[src/rtl/dm_arbiter_pkg.sv]
// Shared types and widths for the data-memory arbiter between the CPU EX_DM stage
// and a secondary (debug/DMA) requester.
package dm_arbiter_pkg;

  localparam int unsigned DM_AW = 16;
  localparam int unsigned DM_DW = 16;
  localparam int unsigned CNT_W = 4;

  typedef enum logic {
    ARB_CPU = 1'b0,
    ARB_EXT = 1'b1
  } arb_state_e;

  typedef struct packed {
    logic             re;
    logic             we;
    logic [DM_AW-1:0] addr;
    logic [DM_DW-1:0] wdata;
  } dm_req_t;

endpackage

[src/rtl/dm_arb_starve_cnt.sv]
// Saturating starvation counter for the ext requester; only built when
// DM_ARB_FAIR_EN is defined (strict-priority builds carry no counter).
`ifdef DM_ARB_FAIR_EN
module dm_arb_starve_cnt
  import dm_arbiter_pkg::*;
#(
  parameter int unsigned MAX = 4
) (
  input  logic clk,
  input  logic rst_n,
  input  logic clr_i,
  input  logic inc_i,
  output logic tc_o
);

  logic [CNT_W-1:0] cnt_q, cnt_d;

  always_comb begin
    cnt_d = cnt_q;
    if (clr_i) begin
      cnt_d = '0;
    end else if (inc_i && (cnt_q != '1)) begin
      cnt_d = cnt_q + CNT_W'(1);
    end
  end

  always_ff @(posedge clk or negedge rst_n) begin
    if (!rst_n) begin
      cnt_q <= '0;
    end else begin
      cnt_q <= cnt_d;
    end
  end

  // High in the cycle whose increment makes the count reach MAX.
  assign tc_o = inc_i && (cnt_q >= CNT_W'(MAX - 1));

endmodule
`endif

[src/rtl/dm_arbiter.sv]
// Data-memory port arbiter: CPU has priority, ext requester uses idle cycles.
// Define DM_ARB_FAIR_EN to add the starvation counter and forced EXT turn.
module dm_arbiter
  import dm_arbiter_pkg::*;
#(
  parameter int unsigned STARVE_MAX = 4
) (
  input  logic             clk,
  input  logic             rst_n,
  input  logic             cpu_re,
  input  logic             cpu_we,
  input  logic [DM_AW-1:0] cpu_addr,
  input  logic [DM_DW-1:0] cpu_wdata,
  output logic [DM_DW-1:0] cpu_rdata,
  output logic             cpu_stall,
  input  logic             ext_req,
  input  logic             ext_we,
  input  logic [DM_AW-1:0] ext_addr,
  input  logic [DM_DW-1:0] ext_wdata,
  output logic             ext_gnt,
  output logic [DM_DW-1:0] ext_rdata,
  output logic             ext_rvalid,
  output logic             dm_re,
  output logic             dm_we,
  output logic [DM_AW-1:0] dm_addr,
  output logic [DM_DW-1:0] dm_wdata,
  input  logic [DM_DW-1:0] dm_rdata
);

  logic    cpu_req;
  logic    cpu_sel;
  logic    ext_sel;
  logic    stall_c;
  logic    ext_rd_q;
  dm_req_t dm_req;

  assign cpu_req = cpu_re | cpu_we;

`ifdef DM_ARB_FAIR_EN
  arb_state_e state_q, state_d;
  logic       cnt_clr;
  logic       cnt_inc;
  logic       cnt_tc;

  always_ff @(posedge clk or negedge rst_n) begin
    if (!rst_n) begin
      state_q <= ARB_CPU;
    end else begin
      state_q <= state_d;
    end
  end

  always_comb begin
    state_d = ARB_CPU;
    if ((state_q == ARB_CPU) && cpu_req && ext_req && cnt_tc) begin
      state_d = ARB_EXT;
    end
  end

  // The EXT turn is spent even if ext_req drops; the CPU then holds and retries.
  always_comb begin
    cpu_sel = 1'b0;
    ext_sel = 1'b0;
    stall_c = 1'b0;
    cnt_inc = 1'b0;
    cnt_clr = 1'b1;
    case (state_q)
      ARB_CPU: begin
        if (cpu_req) begin
          cpu_sel = 1'b1;
          cnt_inc = ext_req;
          cnt_clr = ~ext_req;
        end else begin
          ext_sel = ext_req & rst_n;
        end
      end
      ARB_EXT: begin
        ext_sel = ext_req;
        stall_c = cpu_req;
      end
    endcase
  end

  dm_arb_starve_cnt #(
    .MAX (STARVE_MAX)
  ) u_starve_cnt (
    .clk   (clk),
    .rst_n (rst_n),
    .clr_i (cnt_clr),
    .inc_i (cnt_inc),
    .tc_o  (cnt_tc)
  );
`else
  always_comb begin
    cpu_sel = cpu_req;
    ext_sel = ~cpu_req & ext_req & rst_n;
    stall_c = 1'b0;
  end
`endif

  // Single DM access per cycle; a load wins if the CPU ever raises both strobes.
  always_comb begin
    dm_req = '0;
    if (cpu_sel) begin
      dm_req = '{re: cpu_re, we: cpu_we & ~cpu_re, addr: cpu_addr, wdata: cpu_wdata};
    end else if (ext_sel) begin
      dm_req = '{re: ~ext_we, we: ext_we, addr: ext_addr, wdata: ext_wdata};
    end
  end

  always_ff @(posedge clk or negedge rst_n) begin
    if (!rst_n) begin
      ext_rd_q <= 1'b0;
    end else begin
      ext_rd_q <= ext_sel & ~ext_we;
    end
  end

  assign dm_re      = dm_req.re;
  assign dm_we      = dm_req.we;
  assign dm_addr    = dm_req.addr;
  assign dm_wdata   = dm_req.wdata;
  assign ext_gnt    = ext_sel;
  assign cpu_stall  = stall_c;
  assign ext_rvalid = ext_rd_q;
  assign cpu_rdata  = dm_rdata;
  assign ext_rdata  = dm_rdata;

endmodule
[config.mk]
export PLATFORM = sky130hd
export DESIGN_NAME = dm_arbiter
export DESIGN_NICKNAME = d
export VERILOG_FILES = /design/src/rtl/dm_arbiter_pkg.sv /design/src/rtl/dm_arb_starve_cnt.sv /design/src/rtl/dm_arbiter.sv
export SDC_FILE = /design/constraint.sdc
export NUM_CORES = 1
export LEC_CHECK = 0
export ABC_AREA = 1
export CAP_MARGIN = 20
export CORE_AREA = 2 2 67 69
export DETAILED_ROUTE_END_ITERATION = 10
export DIE_AREA = 0 0 69 71
export HOLD_SLACK_MARGIN = 0.12
export PLACE_DENSITY = 0.89
export SLEW_MARGIN = 30
export SYNTH_ARGS = -nofsm -noshare
export SYNTH_HDL_FRONTEND = slang
export SYNTH_SLANG_ARGS = --single-unit
export TNS_END_PERCENT = 5
[constraint.sdc]
create_clock -name clk -period 0.83 [get_ports clk]
set_clock_uncertainty 0.05 [all_clocks]
set_input_delay 0.1245 -clock clk [delete_from_list [all_inputs] [get_ports clk]]
set_output_delay 0.1245 -clock clk [all_outputs]
set_load 0.03 [all_outputs]
==> run metrics, run 1 <==
area of the die 0.004899 sq mm; vias after detailed routing 1283; required time at the endpoint of the critical path 660 ps; horizontal die dimension 69 um; power density over the cells 623.3 mW/mm^2; class of the most critical hold timing path primary input to primary output; post-synthesis average cell area 5.281 sq um; endpoints failing setup 36; number of synthesized flops with an enable pin 0; Hold Path Cell Cnt 0; violations in the final reports negative setup slack; layout-stage area growth over the synthesis result 202.8%; cell area after synthesis 813.3 sq um; Peak supply drop 0.3653 mV; async set or reset register ratio after synthesis 1.000; cell with the most instances after synthesis nand2_1; Hold Crit Start dm_rdata[0]; top-level port count 155; final-report hold violation count 0; DRC marker count from the first detailed-route iteration 19; layout cells sized above 1 0.5768; total routing usage reported by global routing 0.1582; Site Rows 24; Worst path top cell family by delay buffers and inverters; first-pass GRT wire length 6499 um; pre-CTS setup slack -659.3 ps; filler cell count 349; Crit path arrival time 920 ps; average vias per placed instance 4.379; critical path's slowest cell clkdlybuf4s50_1; outcome finished with violations; number of synthesis warnings 0; leftover overflow at the end of global routing 0; worst setup path category primary input to primary output; Net Count, Synth 240; Antenna Nets Post-Route 0; count of cell types in the netlist 13; number of global-route vias before repair 1402; Max-Cap Viols 0; final weighted congestion in routability-driven placement 0.7924; part of the cycle the worst path needs 1.317; Buf+Inv Stages, Crit Path 2; detail-routed net length per standard cell 14.14 um; post-synth top area share 0.3323; share of synthesized area occupied by flip-flops and latches 0.03077; Lkg Pwr 1.082 nW; most area-consuming cells after synthesis buf_4 (33%), nand2_1 (31%), nand3_1 (21%); storage element area 25.02 sq um; number of antenna violations at the first check in global routing 0; final wirelength 4144 um; final worst slack -263.2 ps; commonest cells in the netlist nand2_1 (68), buf_4 (36), nand3_1 (34), buf_2 (3), buf_6 (3); cell accounting for the most synthesized area buf_4; achievable clock frequency 914.7 MHz; Multi-input gate area 815.8 sq um; element type at the critical path end primary output; Post-layout nets 329; time the final worst path needs with I/O delays and setup 1093 ps; max incr delay on CP 520 ps; final number of max-transition violations 0; Crit Path Max Fanout 1; Port Buffers 105; unrepaired setup endpoints after global routing true; maximum number of pins on one net before global-route repair 18; total of flip-flops plus latches after synthesis 1; effective utilization at floorplan 0.1935; accumulated negative setup slack -8389 ps; Syn Inst Count 154; number of flip-flops under the largest register name 1; antenna fix cells 0; Die Height 71 um; top_reg_cell synth dfrtp_1; Core Footprint 0.004204 sq mm; terminating pin of the worst hold path ext_rdata[0]; DR pass1 iterations 2; HPWL after detailed placement 2539 um; ordered cell list for the critical path clkdlybuf4s50_1 > nand3_4 > nand2_2 > buf_6; total DRC errors in the routed layout 0; startpoint type of the worst setup path primary input
## area by class of cell
cell class                 count  area share
timing repair buffer         129      0.6214
sequential                     1     0.01016
multi-input combinational    106      0.3313
inverter                       5     0.01067
tap                           52     0.02642
## cell usage in the layout, fill, tap and decap left out, drive strengths merged
cell type	Yosys	final
inv	4	4
dlygate4sd3	0	1
clkdlybuf4s50	0	60
buf	42	62
clkinv	1	1
nand3	34	34
dlymetal6s2s	0	4
nand2	69	69
dfrtp	1	1
dlygate4sd2	0	1
nor2	2	2
conb	1	1
clkbuf	0	1
## cell families after synthesis
kind of cell | share of synthesized area
buffers and inverters | 0.4154
flip-flops | 0.03076
other | 0.004611
AND/OR/NAND/NOR | 0.5492
## repair_timing
| item | in CTS | in global routing |
|---|---|---|
| resized for setup | 108 | 27 |
| setup buffers | 12 | 0 |
| hold buffers | 1 | 0 |
| endpoints found under the setup margin | 36 | 36 |
| pin swaps | 25 | 25 |
| gates cloned | 7 | 1 |
| endpoints found under the hold margin | 1 | 0 |
## per-layer routing
| metal | global-route usage | wire length, um | up-vias |
|---|---|---|---|
| met5 | 0 | 0 | - |
| met4 | 0.01961 | 39 | 0 |
| met3 | 0.04274 | 360 | 10 |
| met2 | 0.3109 | 2250 | 77 |
| met1 | 0.1731 | 1493 | 568 |
| li1 | - | - | 628 |
## report_power, final
part	leakage [nW]	internal (W)	switching, W
Clock	0	0	0
Sequential	0.0139	0.0000504	0.000000270
Combinational	1.07	0.000798	0.000686
Total	1.08	0.000849	0.000686
## worst max-delay path by stage
stage	startpoint	to	slack (ps)	cells past startpoint
floorplan	cpu_re	ext_gnt	-30	4
global placement	cpu_we	dm_addr[0]	-630	6
detailed placement	cpu_we	dm_addr[0]	-660	6
CTS	rst_n	dm_wdata[0]	-330	9
global route	ext_req	dm_we	-300	8
finish	ext_addr[5]	dm_addr[5]	-260	4
## per-stage QoR
| step | instances | instance area (sq um) | utilization | power [W] | hold slack [ps] |
|---|---|---|---|---|---|
| after floorplan | 154 | 910.9 | - | 0.0008587 | -221.1 |
| after global placement | 279 | 1749 | 0.4161 | 0.001146 | 199.3 |
| after detailed placement | 279 | 1749 | 0.4161 | 0.001160 | 199.3 |
| after CTS | 299 | 2472 | 0.5881 | 0.001562 | 199.3 |
| after global routing | 293 | 2462 | 0.5857 | 0.001612 | 199.1 |
| final | 293 | 2462 | 0.5857 | 0.001535 | 199.0 |
(Power assumes the default switching activity.)
==> run 2: changes to the inputs <==
Settings changed: MAX_ROUTING_LAYER set to met4.
==> run metrics, run 2 (same netlist as run 1, synthesis figures left out) <==
DRC marker count from the first detailed-route iteration 21 (+2); effective utilization at floorplan 0.1935 (unchanged); Crit path arrival time 920 ps (about the same); DR pass1 iterations 2 (unchanged); Port Buffers 105 (unchanged); layout cells sized above 1 0.5726 (-0.004149); final worst slack -263.3 ps (-0.07800 ps); leftover overflow at the end of global routing 0 (unchanged); outcome finished with violations; time the final worst path needs with I/O delays and setup 1093 ps (+0.07800 ps); endpoints failing setup 36 (unchanged); Lkg Pwr 1.083 nW (about the same); final instance area 0.002466 sq mm (+0.15%); final-report hold violation count 0 (unchanged); first-pass GRT wire length 6499 um (unchanged); number of global-route vias before repair 1402 (unchanged); non-filler cells, final 293 (unchanged); startpoint type of the worst setup path primary input; power density over the cells 622.9 mW/mm^2 (about the same); top-level port count 155 (unchanged); final number of max-transition violations 0 (unchanged); number of antenna violations at the first check in global routing 0 (unchanged); vias after detailed routing 1288 (+0.39%); average vias per placed instance 4.396 (+0.39%); detail-routed net length per standard cell 14.06 um (-0.60%); terminating pin of the worst hold path ext_rdata[0]; violations in the final reports negative setup slack; Core Footprint 0.004204 sq mm (unchanged); required time at the endpoint of the critical path 660 ps (about the same); area of the die 0.004899 sq mm (unchanged); total routing usage reported by global routing 0.1630 (+0.004798); Die Height 71 um (unchanged); Hold Path Cell Cnt 0 (unchanged); layout-stage area growth over the synthesis result 203.2%; Peak supply drop 0.3751 mV (+2.7%); final wirelength 4119 um (-0.60%); part of the cycle the worst path needs 1.317 (about the same); total DRC errors in the routed layout 0 (unchanged); final weighted congestion in routability-driven placement 0.8036 (+1.4%); Antenna Nets Post-Route 0 (unchanged); Crit Path Max Fanout 1 (unchanged); Hold Crit Start dm_rdata[0]; worst setup path category primary input to primary output; filler cell count 345 (-1.1%); Post-layout nets 329 (unchanged); number of flip-flops under the largest register name 1 (unchanged); antenna fix cells 0 (unchanged); post-layout utilization of the core 0.5866 (+0.0008930); HPWL after detailed placement 2539 um (unchanged); most common library cell in the layout ignoring fill and taps clkdlybuf4s50_1; Max-Cap Viols 0 (unchanged); unrepaired setup endpoints after global routing true; top library cells by usage in the layout, fill and taps aside clkdlybuf4s50_1 (60), buf_6 (39), nand2_2 (34); hold slack final 199.0 ps (unchanged); maximum number of pins on one net before global-route repair 18 (unchanged); total placed instance area 0.001749 sq mm (unchanged); class of the most critical hold timing path primary input to primary output; Site Rows 24 (unchanged); post-layout power 0.001536 W (about the same); placed cells 279 (unchanged); element type at the critical path end primary output; achievable clock frequency 914.6 MHz (about the same); horizontal die dimension 69 um (unchanged)
## run 2: critical path, cell delays in order
cell,delay [ps]
clkdlybuf4s50_1,520
nand3_4,80
nand2_2,70
buf_6,120
## run 2: repair_timing
action	CTS	global route
setup buffers	12	0
gates resized for setup	108	26
endpoints found under the hold margin	1	0
endpoints found under the setup margin	36	36
cloned	7	1
pin swaps	25	27
hold buffers	1	0
## run 2: final cells by class
class | instances | area [sq um] | area share
tap | 52 | 65.06 | 0.02638
timing repair buffer | 129 | 1526 | 0.6190
multi-input combinational | 106 | 823.3 | 0.3338
inverter | 5 | 26.28 | 0.01065
sequential | 1 | 25.02 | 0.01015
## run 2: worst max-delay path by stage
| stage | startpoint | end | slack [ps] | cells past startpoint |
|---|---|---|---|---|
| 2_1_floorplan | cpu_re | ext_gnt | -30 | 4 |
| 3_3_place_gp | cpu_we | dm_addr[0] | -630 | 6 |
| 3_5_place_dp | cpu_we | dm_addr[0] | -660 | 6 |
| 4_1_cts | rst_n | dm_wdata[0] | -330 | 9 |
| 5_1_grt | ext_req | dm_we | -300 | 8 |
| 6_report | ext_addr[5] | dm_addr[5] | -260 | 4 |
## run 2: where the power goes
| group | total [W] | switching, W | internal [W] |
|---|---|---|---|
| Sequential | 0.0000507 | 0.000000267 | 0.0000504 |
| Clock | 0 | 0 | 0 |
| Combinational | 0.00149 | 0.000687 | 0.000798 |
| Total | 0.00154 | 0.000688 | 0.000848 |
## run 2: metal layers
| layer | GRT usage | routed length, um | up-vias |
|---|---|---|---|
| li1 | - | - | 630 |
| met1 | 0.1765 | 1526 | 571 |
| met2 | 0.3109 | 2214 | 77 |
| met3 | 0.03704 | 338 | 10 |
| met4 | 0.01961 | 39 | 0 |
| met5 | - | 0 | - |
## run 2: stage by stage
step | TNS, ps | worst slack (ps)
6_report | -8414 | -263.3
5_1_grt | -9780 | -299.3
4_1_cts | -10420 | -333.5
3_5_place_dp | -22500 | -659.3
3_3_place_gp | -22030 | -633.8
2_1_floorplan | -624.8 | -28.24
==> run 3: changes to the inputs <==
Settings changed: CORE_AREA 2 2 67 69 to 2 2 61 63, DIE_AREA 0 0 69 71 to 0 0 63 65, DONT_BUFFER_PORTS set to 1, PLACE_DENSITY 0.89 to 0.46.
==> run metrics, run 3 (same netlist as run 1, synthesis figures left out) <==
outcome finished with violations; violations in the final reports negative setup slack; Site Rows 22 (-8.3%); detail-routed net length per standard cell 13.61 um (-3.2%); Port Buffers 0 (-100%); Die Height 65 um (-8.5%); class of the most critical hold timing path primary input to primary output; final worst slack -47.58 ps (+215.7 ps); number of antenna violations at the first check in global routing 0 (unchanged); final-report hold violation count 0 (unchanged); DRC marker count from the first detailed-route iteration 11 (-48%); layout cells sized above 1 0.4274 (-0.1452); startpoint type of the worst setup path primary input; final instance area 958.4 sq um (-61%); Crit path arrival time 700 ps (-220 ps); Core Footprint 0.003496 sq mm (-17%); final wirelength 2341 um (-43%); DR pass1 iterations 4 (+2); part of the cycle the worst path needs 1.057 (-0.2599); total DRC errors in the routed layout 0 (unchanged); vias after detailed routing 832 (-35%); final number of max-transition violations 0 (unchanged); number of global-route vias before repair 634 (-55%); power density over the cells 770.8 mW/mm^2 (+24%); unrepaired setup endpoints after global routing true; critical path's slowest cell buf_12; achievable clock frequency 1139 MHz (+25%); ordered cell list for the critical path nor2_4 > buf_12 > nand3_2 > nand2_2 > buf_6; Antenna Nets Post-Route 0 (unchanged); HPWL after detailed placement 1791 um (-29%); Crit Path Max Fanout 15 (+14); Worst Setup SP cpu_we; first-pass GRT wire length 2787 um (-57%); maximum number of pins on one net before global-route repair 22 (+4); filler cell count 391 (+13%); # Post-CTS Setup Buffers 0 (-12); Max-Cap Viols 0 (unchanged); element type at the critical path end primary output; post-layout utilization of the core 0.2742 (-0.3124); accumulated negative setup slack -1097 ps (+7318 ps); total placed instance area 778.2 sq um (-56%); pre-CTS setup slack -93.79 ps (+565.5 ps); total stage count of the critical path 5 (+1); max incr delay on CP 160 ps (-360 ps); horizontal die dimension 63 um (-8.7%); layout-stage area growth over the synthesis result 17.85%; effective utilization at floorplan 0.2326 (+0.03919); average vias per placed instance 4.837 (+10%); CP Capture Point dm_re; top library cells by usage in the layout, fill and taps aside nand3_1 (33), nand2_1 (33), nand2_4 (28); top-level port count 155 (unchanged); total routing usage reported by global routing 0.08311 (-0.07988); required time at the endpoint of the critical path 660 ps (about the same); number of flip-flops under the largest register name 1 (unchanged); Buf+Inv Stages, Crit Path 2 (unchanged); area of the die 0.004095 sq mm (-16%); antenna fix cells 0 (unchanged); Post-layout nets 212 (-36%); Lkg Pwr 0.4452 nW (-59%); worst setup path category primary input to primary output; endpoints failing setup 34 (-5.6%); leftover overflow at the end of global routing 0 (unchanged); time the final worst path needs with I/O delays and setup 877.6 ps (-215.7 ps); Worst path top cell family by delay simple AND/OR/NAND/NOR gates; final weighted congestion in routability-driven placement 0.6943 (-14%); Peak supply drop 0.2322 mV (-38%)
-- run 3: layout make-up --
type / count / area [sq um] / area share
well taps: 48 / 60.06 / 0.06266
multi-input cells: 106 / 685.7 / 0.7154
repair buffers: 12 / 166.4 / 0.1736
inverters: 5 / 21.27 / 0.02219
flip-flops and latches: 1 / 25.02 / 0.02611
-- run 3: repair_timing --
| item | 4_1_cts | 5_1_grt |
|---|---|---|
| resized for setup | 16 | 22 |
| gates cloned | 0 | 0 |
| setup endpoints to repair | 35 | 36 |
| hold buffers | 1 | 0 |
| endpoints found under the hold margin | 1 | 0 |
| pin swaps | 1 | 6 |
-- run 3: worst min-delay path by stage --
stage | slack, ps | start | cells past startpoint | end
CTS | 200 | dm_rdata[11] | 0 | cpu_rdata[11]
global placement | -220 | rst_n | 0 | ext_rvalid
global route | 200 | dm_rdata[10] | 0 | cpu_rdata[10]
finish | 200 | dm_rdata[11] | 0 | cpu_rdata[11]
floorplan | -220 | rst_n | 0 | ext_rvalid
detailed placement | -220 | rst_n | 0 | ext_rvalid
-- run 3: per-stage QoR --
| step | cells | power [W] | hold slack (ps) |
|---|---|---|---|
| 2_1_floorplan | 154 | 0.0008587 | -221.1 |
| 3_3_place_gp | 171 | 0.0006427 | -221.0 |
| 3_5_place_dp | 171 | 0.0006434 | -221.0 |
| 4_1_cts | 172 | 0.0006842 | 199.3 |
| 5_1_grt | 172 | 0.0007752 | 199.1 |
| 6_report | 172 | 0.0007387 | 199.0 |
-- run 3: power breakdown --
| part | internal (W) | leakage (nW) | switching [W] |
|---|---|---|---|
| clock network | 0 | 0 | 0 |
| registers | 0.0000504 | 0.0139 | 0.00000195 |
| logic | 0.000196 | 0.431 | 0.000490 |
| total | 0.000247 | 0.445 | 0.000492 |
-- run 3: metal layers --
layer,wire length [um],share of wire,global-route usage
met3,299,0.13,0.01736
met1,815,0.35,0.08655
met4,10,0.0043,0.005556
met2,1216,0.52,0.1662
met5,0,0,-
